$ cat src/rtl/bus_port_arbiter_pkg.sv
// Shared types and constants for the IF/MEM single-port bus arbiter.
package bus_port_arbiter_pkg;

  localparam int BUS_W = 32;
  localparam int SEL_W = 4;

  localparam logic [SEL_W-1:0] FETCH_SEL = 4'b1111;

  typedef enum logic [1:0] {
    ST_IDLE     = 2'd0,
    ST_IF_XFER  = 2'd1,
    ST_MEM_XFER = 2'd2
  } arb_state_e;

endpackage

$ cat src/rtl/bus_port_arbiter.sv
// Arbitrates one external memory bus between instruction fetch and the MEM stage,
// holding stall requests until the owning stage's access completes or times out.
module bus_port_arbiter
  import bus_port_arbiter_pkg::*;
#(
  parameter int TIMEOUT_CYCLES = 255
) (
  input  logic             clk,
  input  logic             rst,
  input  logic             if_req_i,
  input  logic [BUS_W-1:0] if_addr_i,
  output logic [BUS_W-1:0] if_rdata_o,
  output logic             if_ready_o,
  input  logic             mem_req_i,
  input  logic             mem_we_i,
  input  logic [BUS_W-1:0] mem_addr_i,
  input  logic [BUS_W-1:0] mem_wdata_i,
  input  logic [SEL_W-1:0] mem_sel_i,
  output logic [BUS_W-1:0] mem_rdata_o,
  output logic             mem_ready_o,
  output logic             bus_req_o,
  output logic             bus_we_o,
  output logic [BUS_W-1:0] bus_addr_o,
  output logic [BUS_W-1:0] bus_wdata_o,
  output logic [SEL_W-1:0] bus_sel_o,
  input  logic [BUS_W-1:0] bus_rdata_i,
  input  logic             bus_ack_i,
  output logic             stallreq_if_o,
  output logic             stallreq_mem_o,
  output logic             bus_err_o
);

  localparam int CNT_W = (TIMEOUT_CYCLES > 0) ? $clog2(TIMEOUT_CYCLES + 1) : 1;
  // Counter value at which one more ack-less cycle means the limit is reached.
  localparam logic [CNT_W-1:0] CNT_LAST =
    (TIMEOUT_CYCLES > 0) ? CNT_W'(TIMEOUT_CYCLES - 1) : '0;

  arb_state_e       state_q, state_d;
  logic [CNT_W-1:0] cnt_q, cnt_d;
  logic             bus_req_q, bus_req_d;
  logic             bus_we_q, bus_we_d;
  logic [BUS_W-1:0] bus_addr_q, bus_addr_d;
  logic [BUS_W-1:0] bus_wdata_q, bus_wdata_d;
  logic [SEL_W-1:0] bus_sel_q, bus_sel_d;
  logic [BUS_W-1:0] if_rdata_q, if_rdata_d;
  logic [BUS_W-1:0] mem_rdata_q, mem_rdata_d;
  logic             if_ready_q, if_ready_d;
  logic             mem_ready_q, mem_ready_d;
  logic             bus_err_q, bus_err_d;

  logic             timeout_hit;
  logic             xfer_done;
  logic [BUS_W-1:0] done_rdata;

  assign timeout_hit = (TIMEOUT_CYCLES != 0) && (cnt_q == CNT_LAST);
  assign xfer_done   = bus_ack_i || timeout_hit;
  // Stores and aborted transfers hand back zero rather than whatever is on the bus.
  assign done_rdata  = (bus_ack_i && !bus_we_q) ? bus_rdata_i : '0;

  always_comb begin
    state_d     = state_q;
    cnt_d       = cnt_q;
    bus_req_d   = bus_req_q;
    bus_we_d    = bus_we_q;
    bus_addr_d  = bus_addr_q;
    bus_wdata_d = bus_wdata_q;
    bus_sel_d   = bus_sel_q;
    if_rdata_d  = if_rdata_q;
    mem_rdata_d = mem_rdata_q;
    if_ready_d  = 1'b0;
    mem_ready_d = 1'b0;
    bus_err_d   = 1'b0;

    unique case (state_q)
      ST_IDLE: begin
        // MEM holds the older instruction, so it wins a simultaneous request.
        if (mem_req_i) begin
          state_d     = ST_MEM_XFER;
          cnt_d       = '0;
          bus_req_d   = 1'b1;
          bus_we_d    = mem_we_i;
          bus_addr_d  = mem_addr_i;
          bus_wdata_d = mem_wdata_i;
          bus_sel_d   = mem_sel_i;
        end else if (if_req_i) begin
          state_d     = ST_IF_XFER;
          cnt_d       = '0;
          bus_req_d   = 1'b1;
          bus_we_d    = 1'b0;
          bus_addr_d  = if_addr_i;
          bus_wdata_d = '0;
          bus_sel_d   = FETCH_SEL;
        end
      end

      ST_IF_XFER, ST_MEM_XFER: begin
        if (xfer_done) begin
          state_d   = ST_IDLE;
          bus_req_d = 1'b0;
          bus_err_d = !bus_ack_i;
          if (state_q == ST_IF_XFER) begin
            if_rdata_d = done_rdata;
            if_ready_d = 1'b1;
          end else begin
            mem_rdata_d = done_rdata;
            mem_ready_d = 1'b1;
          end
        end else begin
          cnt_d = cnt_q + CNT_W'(1);
        end
      end

      default: begin
        state_d   = ST_IDLE;
        bus_req_d = 1'b0;
      end
    endcase
  end

  always_ff @(posedge clk) begin
    if (rst) begin
      state_q     <= ST_IDLE;
      cnt_q       <= '0;
      bus_req_q   <= 1'b0;
      bus_we_q    <= 1'b0;
      bus_addr_q  <= '0;
      bus_wdata_q <= '0;
      bus_sel_q   <= '0;
      if_rdata_q  <= '0;
      mem_rdata_q <= '0;
      if_ready_q  <= 1'b0;
      mem_ready_q <= 1'b0;
      bus_err_q   <= 1'b0;
    end else begin
      state_q     <= state_d;
      cnt_q       <= cnt_d;
      bus_req_q   <= bus_req_d;
      bus_we_q    <= bus_we_d;
      bus_addr_q  <= bus_addr_d;
      bus_wdata_q <= bus_wdata_d;
      bus_sel_q   <= bus_sel_d;
      if_rdata_q  <= if_rdata_d;
      mem_rdata_q <= mem_rdata_d;
      if_ready_q  <= if_ready_d;
      mem_ready_q <= mem_ready_d;
      bus_err_q   <= bus_err_d;
    end
  end

  assign bus_req_o      = bus_req_q;
  assign bus_we_o       = bus_we_q;
  assign bus_addr_o     = bus_addr_q;
  assign bus_wdata_o    = bus_wdata_q;
  assign bus_sel_o      = bus_sel_q;
  assign if_rdata_o     = if_rdata_q;
  assign mem_rdata_o    = mem_rdata_q;
  assign if_ready_o     = if_ready_q;
  assign mem_ready_o    = mem_ready_q;
  assign bus_err_o      = bus_err_q;
  assign stallreq_if_o  = if_req_i & ~if_ready_q;
  assign stallreq_mem_o = mem_req_i & ~mem_ready_q;

endmodule

$ cat config.mk
export PLATFORM = sky130hd
export DESIGN_NAME = bus_port_arbiter
export DESIGN_NICKNAME = d
export VERILOG_FILES = /design/src/rtl/bus_port_arbiter_pkg.sv /design/src/rtl/bus_port_arbiter.sv
export SDC_FILE = /design/constraint.sdc
export NUM_CORES = 1
export LEC_CHECK = 0
export BUFFER_PORTS_ARGS = -buffer_cell sky130_fd_sc_hd__buf_2
export CAP_MARGIN = 10
export CORE_ASPECT_RATIO = 0.9
export CORE_MARGIN = 2
export CORE_UTILIZATION = 30
export DETAILED_ROUTE_END_ITERATION = 8
export PLACE_DENSITY_LB_ADDON = 0.2
export SLEW_MARGIN = 20
export SYNTH_ARGS = -nofsm -noshare
export SYNTH_HDL_FRONTEND = slang
export SYNTH_SLANG_ARGS = --single-unit
$ cat constraint.sdc
create_clock -name clk -period 3.63 [get_ports clk]
set_input_delay 0.726 -clock clk [delete_from_list [all_inputs] [get_ports clk]]
set_output_delay 0.726 -clock clk [all_outputs]
set_load 0.05 [all_outputs]
# Yosys cells after proc, flatten, opt, wreduce, memory -nomap -nowiden
# Cells that the tools add are included.
# word_totals
out_inout_bits,139
inputBits,138
word_cells,63
reg_bits,147
# classes
add_sub_neg,1
muxes,23
n_reduce_logical,14
eq_ne,6
n_bitwise,7
# op_table
cell,n
two-way mux 32 bit,5
two-way mux 8 bit,3
case mux 8 bit (2 select lines),1
AND reduction 3 bit,3
adder 8 x 1 -> 8 bit (second input constant),1
== test 8 bit (second input constant),1
two-way mux 4 bit,2
two-way mux 1 bit,7
two-way mux 2 bit,3
NOT 1 bit,5
!= test 2 bit (second input constant),2
case mux 2 bit (2 select lines),1
AND reduction 2 bit,2
nonzero test 2 bit,2
!= test 3 bit (second input constant),1
OR reduction 3 bit,1
bitwise AND 1 bit,2
== test 2 x 1 -> 1 bit (second input constant),1
== test 2 bit (second input constant),1
zero test 1 bit,2
zero test 2 bit,1
case mux 1 bit (2 select lines),1
OR reduction 2 bit,1
logical AND 1 bit,1
logical OR 1 bit,1

# Logic depth before layout (Yosys ltp)
# logic_depth
depth_word,4
ltp_mapped,8
mapped_depth_nobuf,6

# Least setup slack after synthesis
# OpenSTA, ideal clock, no wires.
# synth_path
kind,input-to-output
from,input mem_req_i
to,output stallreq_mem_o
arrival_time_ns,1.925
n_path_buf,2
cell_stages,3
required_time_ns,2.904
setup_slack_ns,0.979
path_cell_list,buf_2 buf_2 nor2b_1
# synth_between
elab_chain_len,1
# synth_rtl
element,line_no,text
start: declaration,bus_port_arbiter.sv:14,"input logic mem_req_i,"
bitwise AND 1 bit,bus_port_arbiter.sv:161,assign stallreq_mem_o = mem_req_i & ~mem_ready_q;
end: declaration,bus_port_arbiter.sv:29,"output logic stallreq_mem_o,"
# Every way passes these cells.

# Worst setup path after layout
# Same ends and word-level chain as after synthesis.

==> run metrics <==
clock transition at the registers of the reported paths 0.06 ns; leading area contributor after synthesis dfxtp_1; gpl congestion 0.776; Power Internal 3.11 mW; async set-reset flop share out of synthesis 0%; Worst-Margin Slew 0.859 ns; Hold WC Path Type register to register; Chip Width 151 um; Reg power frac 38.9%; fin. max-slew vios 0; CP peak stage delay 0.48 ns; Mapped Area 0.00581 mm2; Tmin final 2.39 ns; IO Count 277; detailed placement HPWL 11.0 mm; port bufs 276; H-tree Lvls 4; Max Cap Viol 0; Max FO, Critical Path 24; GRT Total Usage 15.6%; Distinct cells, synth 44; drc violations 0; die height 136 um; nature of the critical path endpoint primary output; worst rel slew slack 42.7%; Core ar. 0.0191 mm2; EDFF count, synth 0; Skew-Pair Late Insertion Delay 0.42 ns; Logic pwr share 22.0%; diode count 0; Synth top area share 50.7%; Synth Instances 602; Seq cells post-synth 147; commonest register cell after synthesis dfxtp_1; number of global-route vias before repair 4,929; CP most frequent cell buf_2; sequential area share after synthesis 50.7%; R2R cell count 6; CP startpoint kind input port; Sw Ratio 32.1%; Final #Nets 1,002; Cell Chain, Critical Path buf_2 > nor2b_1 > buf_2; Die Area 0.0205 mm2; Layout area overhead 37.1%; worst clock skew 0.00838 ns; Post-Place Cell Area 0.00736 mm2; Pleak 3.88 nW; vias 5,190; Reg2Reg Launch Point state_q[0]$_SDFFE_PP0P_; RSZ-0062 raised after global routing false; wire per inst 14.2 um; hold_ws 0.450 ns; Final setup viols 0; Post-Route Setup TNS 0 ns; Syn. warnings 0; run status finished, final reports clean; PwrDens 575 mW/mm2; Crit path required time 2.90 ns; Initial DRC Count 204; Arr. time, crit path 1.66 ns; crit path from mem_req_i; first-pass GRT wire length 25.1 mm; CP max-delay cell buf_2; Hold Path Stages 2; total grt overflow 0; IR drop worst, VDD 0.000267 V; Clk network pwr share 39.1%; Post-CTS Setup Bufs 0; Post-synth top cells dfxtp_1 (147), nand2_1 (102), mux2i_1 (96), nor2_1 (70), a22oi_1 (33); CTS buffer count 17; initial antenna violation count 0; Max Clk Rate 419 MHz; Synth Area per Inst 9.64 um2; antenna viol nets, final 0; most numerous cell in the Yosys netlist dfxtp_1; Initial Util 30.4%; syn_nets 744; TritonCTS clock tree done; Hold-fix buffers, CTS 0; share of layout cells above drive strength 1 37.7%; Initial DRT Pass Iterations 4; min-delay src mem_rdata_o[27]$_SDFFE_PP0P_; Final Instance Area 0.00796 mm2; Final Hold Vio Count 0; CTS root buffer clkbuf_16; drt via density 4.62; largest net degree at the start of global routing 70; Total Wirelength 16.0 mm; period utilization 65.8%; largest cells by area after synthesis dfxtp_1 (51%), mux2i_1 (17%), nand2_1 (6.6%); CTS sink cnt 147; Clock Path Buffers 2; Rows 48; kind of critical path input port to primary output; Net Sw Power 1.47 mW; Post-CTS Resized 0
## metal layers
layer	global-route usage [%]	routed length [um]
met3	5.50	1300
met1	19.8	7190
met2	24.0	7160
met4	6.54	335
met5	0	0
## final timing paths
kind | to | slack, ns
hold reg to reg | mem_rdata_o[27]$_SDFFE_PP0P_ | 0.45
setup / recovery | stallreq_mem_o | 1.24
setup reg to reg | mem_rdata_o[11]$_SDFFE_PP0P_ | 1.36
hold / removal | mem_rdata_o[27]$_SDFFE_PP0P_ | 0.45
## cell families (layout without fill, tap and decap cells)
group,Yosys count,count (layout),synth area share (%)
AO/OA/AOI/OAI,100,100,13.1
adder cells (fa/ha/maj),4,4,0.862
buffers and inverters,53,324,4.27
flip-flops,147,147,50.7
multiplexers,96,96,16.6
AND/OR/NAND/NOR,202,202,14.5
## power by group through the flow
stage	Clock [mW]	Sequential, mW	Combinational, mW
6_report	1.79	1.78	1.01
5_1_grt	1.91	1.79	1.08
4_1_cts	1.84	1.78	1.02
3_5_place_dp	0	1.81	1.02
3_3_place_gp	0	1.81	1.02
2_1_floorplan	0	2.19	0.374
## per-stage QoR
step | setup slack, ns | total power [mW] | std cells | util, %
5_1_grt | 1.14 | 4.79 | 1123 | 41.7
3_5_place_dp | 1.09 | 2.83 | 1091 | 38.5
6_report | 1.24 | 4.58 | 1123 | 41.7
4_1_cts | 1.22 | 4.64 | 1123 | 41.7
2_1_floorplan | 0.979 | 2.56 | 602 | -
3_3_place_gp | 1.13 | 2.83 | 1091 | 38.5
## layout make-up
class / count / area [um2]
Fill cell: 1965 / 11100
Sequential cell: 147 / 2940
Timing Repair Buffer: 285 / 1450
Clock buffer: 19 / 443
Inverter: 7 / 26.3
Clock inverter: 13 / 159
Multi-Input combinational cell: 402 / 2630
Tap cell: 250 / 313
## critical path: cells and delay by family
| family | cells | cell delay, ns |
|---|---|---|
| buf+inv | 2 | 0.74 |
| simple gates | 1 | 0.19 |
## flip-flops by register name, summed over array words and instances, names as in the netlist, 2 cells and up
signal       cells
bus_addr_o      32
cnt_q            8
state_q          2
if_rdata_o      32
bus_wdata_o     32
bus_sel_o        4
mem_rdata_o     32
## cell usage in the layout (no fill, tap or decap), drive strengths merged, types with 3 or more instances in the layout
master,instances
o21ai,9
nand2,103
nor2,70
clkinv,6
a22oi,33
inv,8
ha,4
a211oi,32
nor2b,5
nand3,8
bufinv,3
buf,285
mux2i,96
o31ai,3
clkinvlp,3
and3,3
o211ai,6
o221a,4
clkbuf,19
dfxtp,147
a21oi,3
Note: power is estimated with default switching activity, not from simulation.
